===== src/rtl/pll_pkg.sv =====
// Shared definitions for the PLL reset sequencer: state encoding,
// default parameter values and the counter-width helper.
package pll_pkg;

  typedef enum logic [2:0] {
    ST_IDLE   = 3'd0,
    ST_STABLE = 3'd1,
    ST_HOLD   = 3'd2,
    ST_RUN    = 3'd3,
    ST_FAULT  = 3'd4
  } pll_state_t;

  localparam int STABLE_CYCLES_DEF = 1024;
  localparam int HOLD_CYCLES_DEF   = 16;
  localparam int CNT_W_DEF         = 8;

  // Width of the phase counter: enough to reach the longer of the two
  // phase lengths minus one, never less than one bit.
  function automatic int cnt_width(input int stable_cycles, input int hold_cycles);
    int longest;
    longest = (stable_cycles > hold_cycles) ? stable_cycles : hold_cycles;
    if (longest <= 1) begin
      return 1;
    end else begin
      return $clog2(longest);
    end
  endfunction

endpackage


===== src/rtl/sync2.sv =====
// Generic two-flop synchronizer with asynchronous active-low clear.
module sync2 (
  input  logic clock,
  input  logic reset_n,
  input  logic d,
  output logic q
);

  logic meta_r;
  logic sync_r;

  // Two-stage capture of an asynchronous level into the clock domain.
  always_ff @(posedge clock or negedge reset_n) begin
    if (!reset_n) begin
      meta_r <= 1'b0;
      sync_r <= 1'b0;
    end else begin
      meta_r <= d;
      sync_r <= meta_r;
    end
  end

  assign q = sync_r;

endmodule


===== src/rtl/pll_reset_seq.sv =====
// PLL reset sequencer: waits for a stable lock, holds reset a little
// longer, then releases downstream logic; re-sequences on lock loss or
// on a request from the system.
module pll_reset_seq
  import pll_pkg::*;
#(
  parameter int STABLE_CYCLES = STABLE_CYCLES_DEF,
  parameter int HOLD_CYCLES   = HOLD_CYCLES_DEF,
  parameter int CNT_W         = CNT_W_DEF
) (
  input  logic             clock,
  input  logic             reset_n,
  input  logic             lock_in,
  input  logic             force_req,
  output logic             reset_out,
  output logic             ready,
  output logic             lost,
  output logic [CNT_W-1:0] loss_count
);

  localparam int CW = cnt_width(STABLE_CYCLES, HOLD_CYCLES);
  localparam logic [CW-1:0] STABLE_LAST = CW'(STABLE_CYCLES - 1);
  localparam logic [CW-1:0] HOLD_LAST   = CW'(HOLD_CYCLES - 1);

  logic             rst_sync_n_s;
  logic             lock_s;
  pll_state_t       state_r;
  pll_state_t       state_nx_s;
  logic [CW-1:0]    cnt_r;
  logic [CW-1:0]    cnt_nx_s;
  logic             lost_nx_s;
  logic             count_inc_s;
  logic             reset_out_r;
  logic             ready_r;
  logic             lost_r;
  logic [CNT_W-1:0] loss_count_r;

  // Reset assertion is immediate; release is delayed two clocks so the
  // FSM leaves reset cleanly. The lock path runs on the raw reset so its
  // pipeline is already filling while the FSM is still held.
  sync2 u_rst_sync (
    .clock   (clock),
    .reset_n (reset_n),
    .d       (1'b1),
    .q       (rst_sync_n_s)
  );

  sync2 u_lock_sync (
    .clock   (clock),
    .reset_n (reset_n),
    .d       (lock_in),
    .q       (lock_s)
  );

  // State and phase counter registers.
  always_ff @(posedge clock or negedge rst_sync_n_s) begin
    if (!rst_sync_n_s) begin
      state_r <= ST_IDLE;
      cnt_r   <= {CW{1'b0}};
    end else begin
      state_r <= state_nx_s;
      cnt_r   <= cnt_nx_s;
    end
  end

  // Next-state, counter and event decode.
  always_comb begin
    state_nx_s  = state_r;
    cnt_nx_s    = cnt_r;
    lost_nx_s   = 1'b0;
    count_inc_s = 1'b0;
    case (state_r)
      ST_IDLE: begin
        if (lock_s) begin
          state_nx_s = ST_STABLE;
          cnt_nx_s   = {CW{1'b0}};
        end else begin
          state_nx_s = ST_IDLE;
        end
      end
      ST_STABLE: begin
        if (!lock_s) begin
          state_nx_s = ST_IDLE;
        end else if (cnt_r == STABLE_LAST) begin
          state_nx_s = ST_HOLD;
          cnt_nx_s   = {CW{1'b0}};
        end else begin
          cnt_nx_s = cnt_r + CW'(1'b1);
        end
      end
      ST_HOLD: begin
        if (!lock_s) begin
          state_nx_s = ST_IDLE;
        end else if (cnt_r == HOLD_LAST) begin
          state_nx_s = ST_RUN;
        end else begin
          cnt_nx_s = cnt_r + CW'(1'b1);
        end
      end
      ST_RUN: begin
        // A lock loss wins over a simultaneous re-run request.
        if (!lock_s) begin
          state_nx_s  = ST_FAULT;
          cnt_nx_s    = {CW{1'b0}};
          lost_nx_s   = 1'b1;
          count_inc_s = 1'b1;
        end else if (force_req) begin
          state_nx_s = ST_FAULT;
          cnt_nx_s   = {CW{1'b0}};
        end else begin
          state_nx_s = ST_RUN;
        end
      end
      ST_FAULT: begin
        if (cnt_r == HOLD_LAST) begin
          state_nx_s = ST_IDLE;
        end else begin
          cnt_nx_s = cnt_r + CW'(1'b1);
        end
      end
      default: begin
        state_nx_s = ST_IDLE;
        cnt_nx_s   = {CW{1'b0}};
      end
    endcase
  end

  // Output flops, loaded from the next state so they track the FSM
  // without an extra cycle of lag.
  always_ff @(posedge clock or negedge rst_sync_n_s) begin
    if (!rst_sync_n_s) begin
      reset_out_r  <= 1'b1;
      ready_r      <= 1'b0;
      lost_r       <= 1'b0;
      loss_count_r <= {CNT_W{1'b0}};
    end else begin
      reset_out_r <= (state_nx_s != ST_RUN);
      ready_r     <= (state_nx_s == ST_RUN);
      lost_r      <= lost_nx_s;
      if (count_inc_s && (loss_count_r != {CNT_W{1'b1}})) begin
        loss_count_r <= loss_count_r + CNT_W'(1'b1);
      end
    end
  end

  assign reset_out  = reset_out_r;
  assign ready      = ready_r;
  assign lost       = lost_r;
  assign loss_count = loss_count_r;

endmodule


===== config.mk =====
export PLATFORM = sky130hd
export DESIGN_NAME = pll_reset_seq
export DESIGN_NICKNAME = d
export VERILOG_FILES = /design/src/rtl/pll_pkg.sv /design/src/rtl/sync2.sv /design/src/rtl/pll_reset_seq.sv
export SDC_FILE = /design/constraint.sdc
export NUM_CORES = 1
export LEC_CHECK = 0
export CAP_MARGIN = 20
export CORE_ASPECT_RATIO = 1.75
export CORE_MARGIN = 3
export CORE_UTILIZATION = 30
export CTS_BUF_LIST = sky130_fd_sc_hd__clkbuf_4 sky130_fd_sc_hd__clkbuf_8
export DETAILED_ROUTE_END_ITERATION = 7
export GPL_TIMING_DRIVEN = 0
export MAX_ROUTING_LAYER = met4
export PLACE_DENSITY = 0.58
export SYNTH_ARGS = -nofsm -noshare
export SYNTH_HDL_FRONTEND = slang
export SYNTH_SLANG_ARGS = --single-unit
export TNS_END_PERCENT = 100

===== constraint.sdc =====
create_clock -name clock -period 1.5 [get_ports clock]
set_clock_uncertainty 0.05 [all_clocks]
set_input_delay 0.375 -clock clock [delete_from_list [all_inputs] [get_ports clock]]
set_output_delay 0.375 -clock clock [all_outputs]
set_load 0.05 [all_outputs]

==> flow_summary.ini <==
[synth]
ys.flop_type = dfrtp_1
yosysWarningCount = 0
netlist_top_cells_count = dfrtp_1 (27), nand2_1 (9), xnor2_1 (9)
ys_seq_area_frac = 0.522
synthArstFlopShare = 1.00
ys_top_cells_by_area = dfrtp_1 (50%), xnor2_1 (5.9%), a21oi_1 (2.6%)
synthesis.nets = 133
avgSynthCellArea_um2 = 10.6
syn-cell-area_um2 = 1350
synth_top_cell_by_area = dfrtp_1
syn_inst = 127
synth_edf_count = 0
synth.most_common_cell = dfrtp_1
synth_top_cell_area_share = 0.502
synth-seq-cells = 28
synth.distinct_cells = 41

[timing]
hold_viol_final = 0
layout_setup_ws_ns = -0.580
finalSetupTns_ns = -6.99
period_needed_ns = 2.08
max_freq_mhz = 481
setup_viol = 14
finalCritPeriodShare = 1.39
finalMaxSlewViolations = 0
rsz0062_at_grt = true

[placed_design]
dpl-instance-area_um2 = 1600
hpwl_um = 2030
port_buffers = 14
place_congestion = 0.875

[clock_network]
insertion_delay_ns = 0.27
cts_max_level = 1
cts_tree = yes
cts_buffer_depth = 2
root_buffer = clkbuf_8
clk_pin_slew_ns = 0.10
clock-sinks = 28
cts_buffers = 3
cts.hold.buffers_added = 0

[power]
ir_worst_vdd_uv = 555
p_leak_uw = 0.000829
p_total_uw = 1440
power_density_nw_per_um2 = 745

[setup_path]
required_ns = 1.61
worstRegToRegCells = 5
start_kind = flop
crit_path_end_kind = flop
path_class = reg2reg
path_max_fanout = 4
cp_data_arrival_time_ns = 2.19

[worst_hold_path]
min_path_type = reg2async

[cells_and_area]
fill_cells = 402
layout-drive-gt1-share = 0.415
syn_to_final_growth_pct = 44.1
ff_latch_area_um2 = 711
post-route-util = 0.458
multi_input_area_um2 = 758
postLayoutCellArea_um2 = 1940
n_antenna_cell = 0
nets = 171

[run_status]
status = complete, but fails checks
violations = negative setup slack

[drt]
drcViolationCount = 0
drt_wl_total_um = 3030
drtPass1Iterations = 4
vias = 1110
drt_iter0_markers = 20
routedWlPerCell_um = 14.2
viasPerCell = 5.21
final_antenna_net_count = 0

[flow_run]
max-cap-violations = 0

[floorplanning]
initial_core_util = 0.318
fp.dieH_um = 94.6
rows = 31
pin_count = 15
dieArea_um2 = 5350
core_area_um2 = 4230
dieWidth_um = 56.6

[global_routing]
grt_pass1_wl_um = 5040
track_usage = 0.122
grt_start_max_net_pins = 25
grt_pass1_vias = 1104
grt_overflow = 0
antenna_found_initial = 0
-- sequential cells by signal, indices dropped and copies added, names as in the netlist --
| name | count |
|---|---|
| reset_out | 1 |
| u_lock_sync.meta_r | 1 |
| u_rst_sync.meta_r | 1 |
| loss_count | 8 |
| cnt_r | 10 |
| lost | 1 |
| state_r | 3 |
| u_lock_sync.q | 1 |
| ready | 1 |
| u_rst_sync.q | 1 |
-- power breakdown --
group          internal, µW  total [µW]  switching [µW]
combinational          86.1         176            89.6
clock                   235         467             232
sequential              778         802            23.8
-- cell usage in the layout, fill, tap and decap left out, types with 2 or more instances in the layout --
master           Yosys  final
o21ai_1              0      2
dfrtp_1             27     20
clkdlybuf4s15_2      0      3
or4_4                1      2
o21a_1               2      2
clkdlybuf4s50_1      0      2
inv_1                5      4
dfrtp_2              0      7
a21oi_1              7      7
o31ai_1              2      2
xor2_1               2      2
nand3_1              7      5
xnor2_1              9      8
nor3_4               0      2
nand4_1              5      5
buf_2                0      6
buf_4                0     17
buf_8                0      3
clkbuf_8             0      4
nor2_1               5      5
nand2b_1             3      2
nand2_1              9      8
buf_6                0      2
nor3_1               5      3
clkbuf_4             0      2
-- cell type report --
type | count | share of cell area
inverters | 5 | 0.00968
well taps | 49 | 0.0316
repair buffers | 34 | 0.149
plain buffers | 3 | 0.0232
multi-input cells | 90 | 0.391
clock buffers | 4 | 0.0284
flip-flops and latches | 28 | 0.367
-- final timing paths --
path,start,to,slack [ns]
max in group asynchronous,u_rst_sync.q,reset_out,0.95
min in group clock,u_lock_sync.meta_r,u_lock_sync.q,0.31
max,cnt_r[7],cnt_r[5],-0.58
min,u_rst_sync.q,ready,0.02
min reg2reg,u_rst_sync.q,ready,0.02
max reg2reg,cnt_r[7],cnt_r[5],-0.58
-- repair_timing --
item / in CTS / in global routing
gates cloned: 0 / 0
endpoints found under the setup margin: 34 / 25
gates resized for setup: 66 / 21
buffers inserted: 11 / 8
pin swaps: 11 / 13
hold endpoints to repair: 0 / 0
-- worst max-delay path, stage by stage, from the launching register on --
cell and delay [ns]:
dfrtp_1 0.40, or4_4 0.54, or4_4 0.48, o211ai_1 0.25, xor2_1 0.19, nor2_1 0.06
-- layer usage --
layer / wire length (µm) / global-route usage
met5: 0 / -
met4: 40 / 0.0594
met3: 72 / 0.0164
met2: 1720 / 0.210
met1: 1190 / 0.136
-- stage by stage --
stage | worst slack (ns) | std cells | hold slack [ns]
2_1_floorplan | -0.495 | 127 | 0.0294
3_3_place_gp | -0.900 | 190 | 0.283
3_5_place_dp | -0.960 | 190 | 0.285
4_1_cts | -0.587 | 204 | 0.239
5_1_grt | -0.654 | 213 | 0.0272
6_report | -0.580 | 213 | 0.0191
-- cell families (layout without fill, tap and decap cells) --
family                   count (synthesis)  after routing  synth area share
buffers and inverters                    9             46            0.0251
flip-flops                              28             28             0.522
AND/OR/NAND/NOR                         48             48             0.199
multiplexers                             2              2            0.0158
other                                    1              1           0.00279
AO/OA/AOI/OAI                           26             26             0.145
XOR/XNOR                                11             11            0.0716
adder cells (fa/ha/maj)                  2              2            0.0186
Power figures use the tool's default switching activity.
